===== config.mk =====
export PLATFORM = sky130hd
export DESIGN_NAME = zx_screen_copy_arbiter
export DESIGN_NICKNAME = d
export VERILOG_FILES = /design/src/rtl/zx_video_pkg.sv /design/src/rtl/zx_copy_pipe.sv /design/src/rtl/zx_screen_copy_arbiter.sv
export SDC_FILE = /design/constraint.sdc
export NUM_CORES = 1
export LEC_CHECK = 0
export ABC_AREA = 0
export CORE_MARGIN = 5
export CORE_UTILIZATION = 25
export CTS_CLUSTER_SIZE = 40
export DETAILED_ROUTE_END_ITERATION = 8
export PLACE_DENSITY = 0.45
export SLEW_MARGIN = 0
export SYNTH_ARGS = -nofsm -noshare
export SYNTH_HDL_FRONTEND = slang
export SYNTH_SLANG_ARGS = --single-unit
export TNS_END_PERCENT = 30

===== constraint.sdc =====
create_clock -name clk -period 2.55 [get_ports clk]
set_clock_uncertainty 0.1 [all_clocks]
set_input_delay 0.3825 -clock clk [delete_from_list [all_inputs] [get_ports clk]]
set_output_delay 0.3825 -clock clk [all_outputs]
set_load 0.05 [all_outputs]

===== src/rtl/zx_video_pkg.sv =====
// Shared ZX screen geometry and copy-engine state encoding.
package zx_video_pkg;

  localparam int unsigned ADDR_W       = 13;
  localparam int unsigned PIX_BYTES    = 6144;
  localparam int unsigned ATTR_BASE    = PIX_BYTES;
  localparam int unsigned ATTR_BYTES   = 768;
  localparam int unsigned SCREEN_BYTES = ATTR_BASE + ATTR_BYTES;

  typedef enum logic [1:0] {
    IDLE  = 2'd0,
    COPY  = 2'd1,
    DRAIN = 2'd2
  } copy_state_e;

endpackage


===== src/rtl/zx_copy_pipe.sv =====
// Two-stage valid/address delay line that turns screen RAM copy reads into
// frame buffer writes once the read data returns.
module zx_copy_pipe #(
  parameter int unsigned ADDR_W = zx_video_pkg::ADDR_W
) (
  input  logic              clk,
  input  logic              reset,
  input  logic              issue,
  input  logic [ADDR_W-1:0] issue_addr,
  input  logic [7:0]        sp_dout,
  output logic [ADDR_W-1:0] fb_ada,
  output logic [7:0]        fb_din,
  output logic              fb_cea,
  output logic              pending_c
);

  logic              v1_q;
  logic              v2_q;
  logic [ADDR_W-1:0] a1_q;
  logic [ADDR_W-1:0] a2_q;

  assign pending_c = v1_q | v2_q;

  // Stage 1 = RAM sampling the address, stage 2 = read data on sp_dout.
  always_ff @(posedge clk) begin
    if (reset) begin
      v1_q   <= 1'b0;
      v2_q   <= 1'b0;
      a1_q   <= '0;
      a2_q   <= '0;
      fb_ada <= '0;
      fb_din <= '0;
      fb_cea <= 1'b0;
    end else begin
      v1_q   <= issue;
      a1_q   <= issue_addr;
      v2_q   <= v1_q;
      a2_q   <= a1_q;
      fb_cea <= v2_q;
      if (v2_q) begin
        fb_ada <= a2_q;
        fb_din <= sp_dout;
      end
    end
  end

endmodule


===== src/rtl/zx_screen_copy_arbiter.sv =====
// Per-frame copy of the ZX screen RAM into the display frame buffer, sharing
// the single-port screen RAM with CPU accesses (CPU first, copy never starves).
module zx_screen_copy_arbiter
  import zx_video_pkg::*;
#(
  parameter int unsigned SCREEN_BYTES = zx_video_pkg::SCREEN_BYTES,
  parameter int unsigned ADDR_W       = zx_video_pkg::ADDR_W
) (
  input  logic              clk,
  input  logic              reset,
  input  logic              frame_start,
  input  logic              copy_en,
  input  logic              cpu_req,
  input  logic              cpu_we,
  input  logic [ADDR_W-1:0] cpu_addr,
  input  logic [7:0]        cpu_wdata,
  output logic              cpu_ack,
  output logic [7:0]        cpu_rdata,
  output logic [ADDR_W-1:0] sp_ad,
  output logic [7:0]        sp_din,
  output logic              sp_wre,
  input  logic [7:0]        sp_dout,
  output logic [ADDR_W-1:0] fb_ada,
  output logic [7:0]        fb_din,
  output logic              fb_cea,
  output logic              busy,
  output logic              frame_done,
  output logic              overrun
);

  localparam logic [ADDR_W-1:0] LAST_ADDR = ADDR_W'(SCREEN_BYTES - 1);

  copy_state_e       state_q;
  copy_state_e       state_d;
  logic [ADDR_W-1:0] rd_addr_q;
  logic              cpu_v1_q;
  logic              cpu_v2_q;
  logic              cpu_grant_c;
  logic              copy_issue_c;
  logic              frame_done_c;
  logic              overrun_c;
  logic              pipe_pending_c;

  always_ff @(posedge clk) begin
    if (reset) state_q <= IDLE;
    else       state_q <= state_d;
  end

  always_comb begin
    state_d = state_q;
    case (state_q)
      IDLE:    if (frame_start && copy_en) state_d = COPY;
      COPY:    if (copy_issue_c && (rd_addr_q == LAST_ADDR)) state_d = DRAIN;
      DRAIN:   if (frame_done_c) state_d = IDLE;
      default: state_d = IDLE;
    endcase
  end

  // A CPU op in flight (or being acked) blocks the next grant, so the copy
  // keeps at least two of every three slots.
  always_comb begin
    cpu_grant_c  = cpu_req && !cpu_v1_q && !cpu_v2_q;
    copy_issue_c = (state_q == COPY) && !cpu_grant_c;
    frame_done_c = (state_q == DRAIN) && !pipe_pending_c;
    overrun_c    = frame_start && (state_q != IDLE);
  end

  always_ff @(posedge clk) begin
    if (reset) begin
      rd_addr_q  <= '0;
      cpu_v1_q   <= 1'b0;
      cpu_v2_q   <= 1'b0;
      cpu_ack    <= 1'b0;
      cpu_rdata  <= '0;
      sp_ad      <= '0;
      sp_din     <= '0;
      sp_wre     <= 1'b0;
      busy       <= 1'b0;
      frame_done <= 1'b0;
      overrun    <= 1'b0;
    end else begin
      sp_wre <= 1'b0;
      if (cpu_grant_c) begin
        sp_ad  <= cpu_addr;
        sp_din <= cpu_wdata;
        sp_wre <= cpu_we;
      end else if (copy_issue_c) begin
        sp_ad <= rd_addr_q;
      end

      if ((state_q == IDLE) && (state_d == COPY)) rd_addr_q <= '0;
      else if (copy_issue_c)                      rd_addr_q <= rd_addr_q + ADDR_W'(1);

      cpu_v1_q <= cpu_grant_c;
      cpu_v2_q <= cpu_v1_q;
      cpu_ack  <= cpu_v2_q;
      if (cpu_v2_q) cpu_rdata <= sp_dout;

      busy       <= (state_q != IDLE);
      frame_done <= frame_done_c;
      overrun    <= overrun_c;
    end
  end

  zx_copy_pipe #(
    .ADDR_W(ADDR_W)
  ) u_copy_pipe (
    .clk        (clk),
    .reset      (reset),
    .issue      (copy_issue_c),
    .issue_addr (rd_addr_q),
    .sp_dout    (sp_dout),
    .fb_ada     (fb_ada),
    .fb_din     (fb_din),
    .fb_cea     (fb_cea),
    .pending_c  (pipe_pending_c)
  );

endmodule


==> impl_metrics.env <==
export IMPL_outcome="complete, no violations"
export IMPL_place_area_mm2=0.00465
export IMPL_setup_viol=0
export IMPL_worst_slack_ns=0.541
export IMPL_synth_edf_count=0
export IMPL_critPathSlowestCell="clkdlybuf4s50_1"
export IMPL_fmax_mhz=498
export IMPL_pre_cts_slack_ns=0.428
export IMPL_path_clk_slew_ns=0.07
export IMPL_async_flop_share_pct=0
export IMPL_synth_seq_area_share_pct=56.9
export IMPL_rsz0062_at_grt="no"
export IMPL_yosys_area_share_simple_pct=19.8
export IMPL_path_buf_inv=1
export IMPL_n_antenna_cell=0
export IMPL_slowest_delay_ns=0.84
export IMPL_yosysWarnings=0
export IMPL_ir_worst_vdd_mv=0.295
export IMPL_worstPathCellList="clkdlybuf4s50_1"
export IMPL_synthXorXnorAreaFrac_pct=2.46
export IMPL_grtUsageTotal_pct=10.7
export IMPL_grt_pass1_vias=2661
export IMPL_numPortBuffers=90
export IMPL_syn_nets=377
export IMPL_post_cts_buffers=0
export IMPL_clock_latency_ns=0.34
export IMPL_cellPowerDensity_mw_per_mm2=665
export IMPL_cp_num_cells=1
export IMPL_place_inst=599
export IMPL_end_kind="output port"
export IMPL_clkSinkCount=101
export IMPL_root_buffer="clkbuf_16"
export IMPL_via_per_inst=4.22
export IMPL_yosys_cell_types_count=37
export IMPL_layout_nets=466
export IMPL_drv_cap=0
export IMPL_cts_buffer_depth=2
export IMPL_fin_crit_ns=2.01
export IMPL_start_util_pct=25.5
export IMPL_numCtsBuffers=9
export IMPL_drc=0
export IMPL_syn_to_final_growth_pct=38.3
export IMPL_synth_top_family_by_area="simple AND/OR/NAND/NOR gates"
export IMPL_power_leakage_nw=1.72
export IMPL_crit_path_max_fanout=2
export IMPL_arrival_ns=1.53
export IMPL_finalNonFillerCells=614
export IMPL_drt_iter0_markers=111
export IMPL_period_share_pct=78.8
export IMPL_grt_pass1_wl_um=13900
export IMPL_ant_nets=0
export IMPL_num_fill_cells=1428
export IMPL_utilization_pct=35.3
export IMPL_slew_headroom_pct=55.2
export IMPL_ys_ff_latch=101
export IMPL_grt_max_degree=38
export IMPL_start_kind="flop"
export IMPL_synth_adder_area_share_pct=0.352
export IMPL_synthesis_area_mm2=0.00356
export IMPL_slew_violations=0
export IMPL_antenna_found_initial=0
export IMPL_rows=43
export IMPL_drive_above_1_share_pct=6.22
export IMPL_path_delay_family="buffers and inverters"
export IMPL_path_class="flop to output port"
export IMPL_synth_mux_area_share_pct=12.1
export IMPL_grt_overflow_total=0
export IMPL_synth_compound_area_share_pct=5.31
export IMPL_ctsHoldBuffers=0
export IMPL_dominantRegCellSynth="dfxtp_1"
export IMPL_pin_count=91
export IMPL_die_h_um=129
export IMPL_die_area_mm2=0.0167
export IMPL_gp_congestion=0.782
export IMPL_die_w_um=129
export IMPL_hp_class="flop to flop"
export IMPL_dpl_hpwl_um=6170
export IMPL_fin_area_mm2=0.00492
export IMPL_synth_area_per_cell_um2=10.4
export IMPL_finalSetupTns_ns=0
export IMPL_worstMarginPinSlew_ns=0.671
export IMPL_postSynthCellCount=341
export IMPL_cts_tree="done"
export IMPL_vias=2591
export IMPL_wire_per_inst_um=14.0
export IMPL_rr_worst_depth=6
export IMPL_required_ns=2.07
export IMPL_routed_wirelength_um=8570
export IMPL_h_tree_depth=3
export IMPL_cts_resized=0
export IMPL_hold_viol_final=0
export IMPL_hold_depth=1
export IMPL_core_area_mm2=0.0139
export IMPL_dr_pass1_iters=4
-- Yosys cell counts, types with 3 or more instances --
library cell,n,area share [%]
nand3_1,3,0.42
a21oi_1,11,1.5
nor4b_1,3,0.74
buf_2,5,0.70
nand2_1,18,1.9
nor2b_1,31,5.5
clkbuf_1,10,1.1
dfxtp_1,101,57
a211oi_1,13,2.7
xnor2_1,8,2.0
nor2_1,57,6.0
and2_1,4,0.70
mux2i_1,43,12
nor4_1,3,0.53
-- worst paths after layout --
check / slack, ns / endpoint / startpoint
setup / recovery: 0.54 / sp_ad[2] / sp_ad[2]
hold / removal: 0.34 / u_copy_pipe.a2_q[2] / u_copy_pipe.a1_q[2]
setup reg to reg: 0.76 / state_q[1] / rd_addr_q[0]
hold reg to reg: 0.34 / u_copy_pipe.a2_q[2] / u_copy_pipe.a1_q[2]
-- stage by stage --
stage / hold slack, ns / power (W)
after floorplan: 0.314 / 0.00190
after global placement: 0.324 / 0.00205
after detailed placement: 0.328 / 0.00206
after CTS: 0.344 / 0.00333
after global routing: 0.356 / 0.00343
final: 0.338 / 0.00327
-- report_power, final --
| group | switching [W] | internal (W) |
|---|---|---|
| logic | 0.000226 | 0.000150 |
| clock network | 0.000570 | 0.000684 |
| registers | 0.0000256 | 0.00162 |
| total | 0.000822 | 0.00245 |
-- registers in the layout, summed over array words and instances (netlist names), 2 cells and up --
register            flops
state_q                 2
cpu_rdata               8
sp_din                  8
u_copy_pipe.fb_din      8
rd_addr_q              13
u_copy_pipe.fb_ada     13
sp_ad                  13
u_copy_pipe.a1_q       13
u_copy_pipe.a2_q       13
-- cells by family (layout without fill, tap and decap cells) --
logic type,Yosys count,after routing
AND/OR/NAND/NOR,135,135
AO/OA/AOI/OAI,29,29
flip-flops,101,101
adder cells (fa/ha/maj),1,1
multiplexers,43,43
XOR/XNOR,10,10
buffers and inverters,22,115
-- cell usage in the layout (no fill, tap or decap), types with 3 or more instances in the layout --
cell             instances
dfxtp_1                101
clkdlybuf4s50_1         89
nor2_1                  57
mux2i_1                 43
nor2b_1                 31
nand2_1                 18
a211oi_1                13
a21oi_1                 11
clkbuf_16                9
xnor2_1                  8
buf_4                    8
and2_1                   4
nand3_1                  3
nor4_1                   3
nor4b_1                  3
clkinvlp_4               3
-- area by class of cell --
class | count | area [um2] | area share (%)
Clock buffer | 12 | 246 | 5.01
Clock inverter | 3 | 22.5 | 0.458
Inverter | 1 | 3.75 | 0.0763
Multi-Input combinational cell | 218 | 1420 | 28.9
Sequential cell | 101 | 2020 | 41.1
Tap cell | 180 | 225 | 4.58
Timing Repair Buffer | 99 | 976 | 19.8
-- metal layers --
layer	track usage, %	wire length, um	vias up
met2	15.0	3620	66
met3	4.49	715	12
li1	-	-	1321
met5	0	0	-
met4	5.19	165	0
met1	14.1	4070	1192
(Power assumes the default switching activity.)
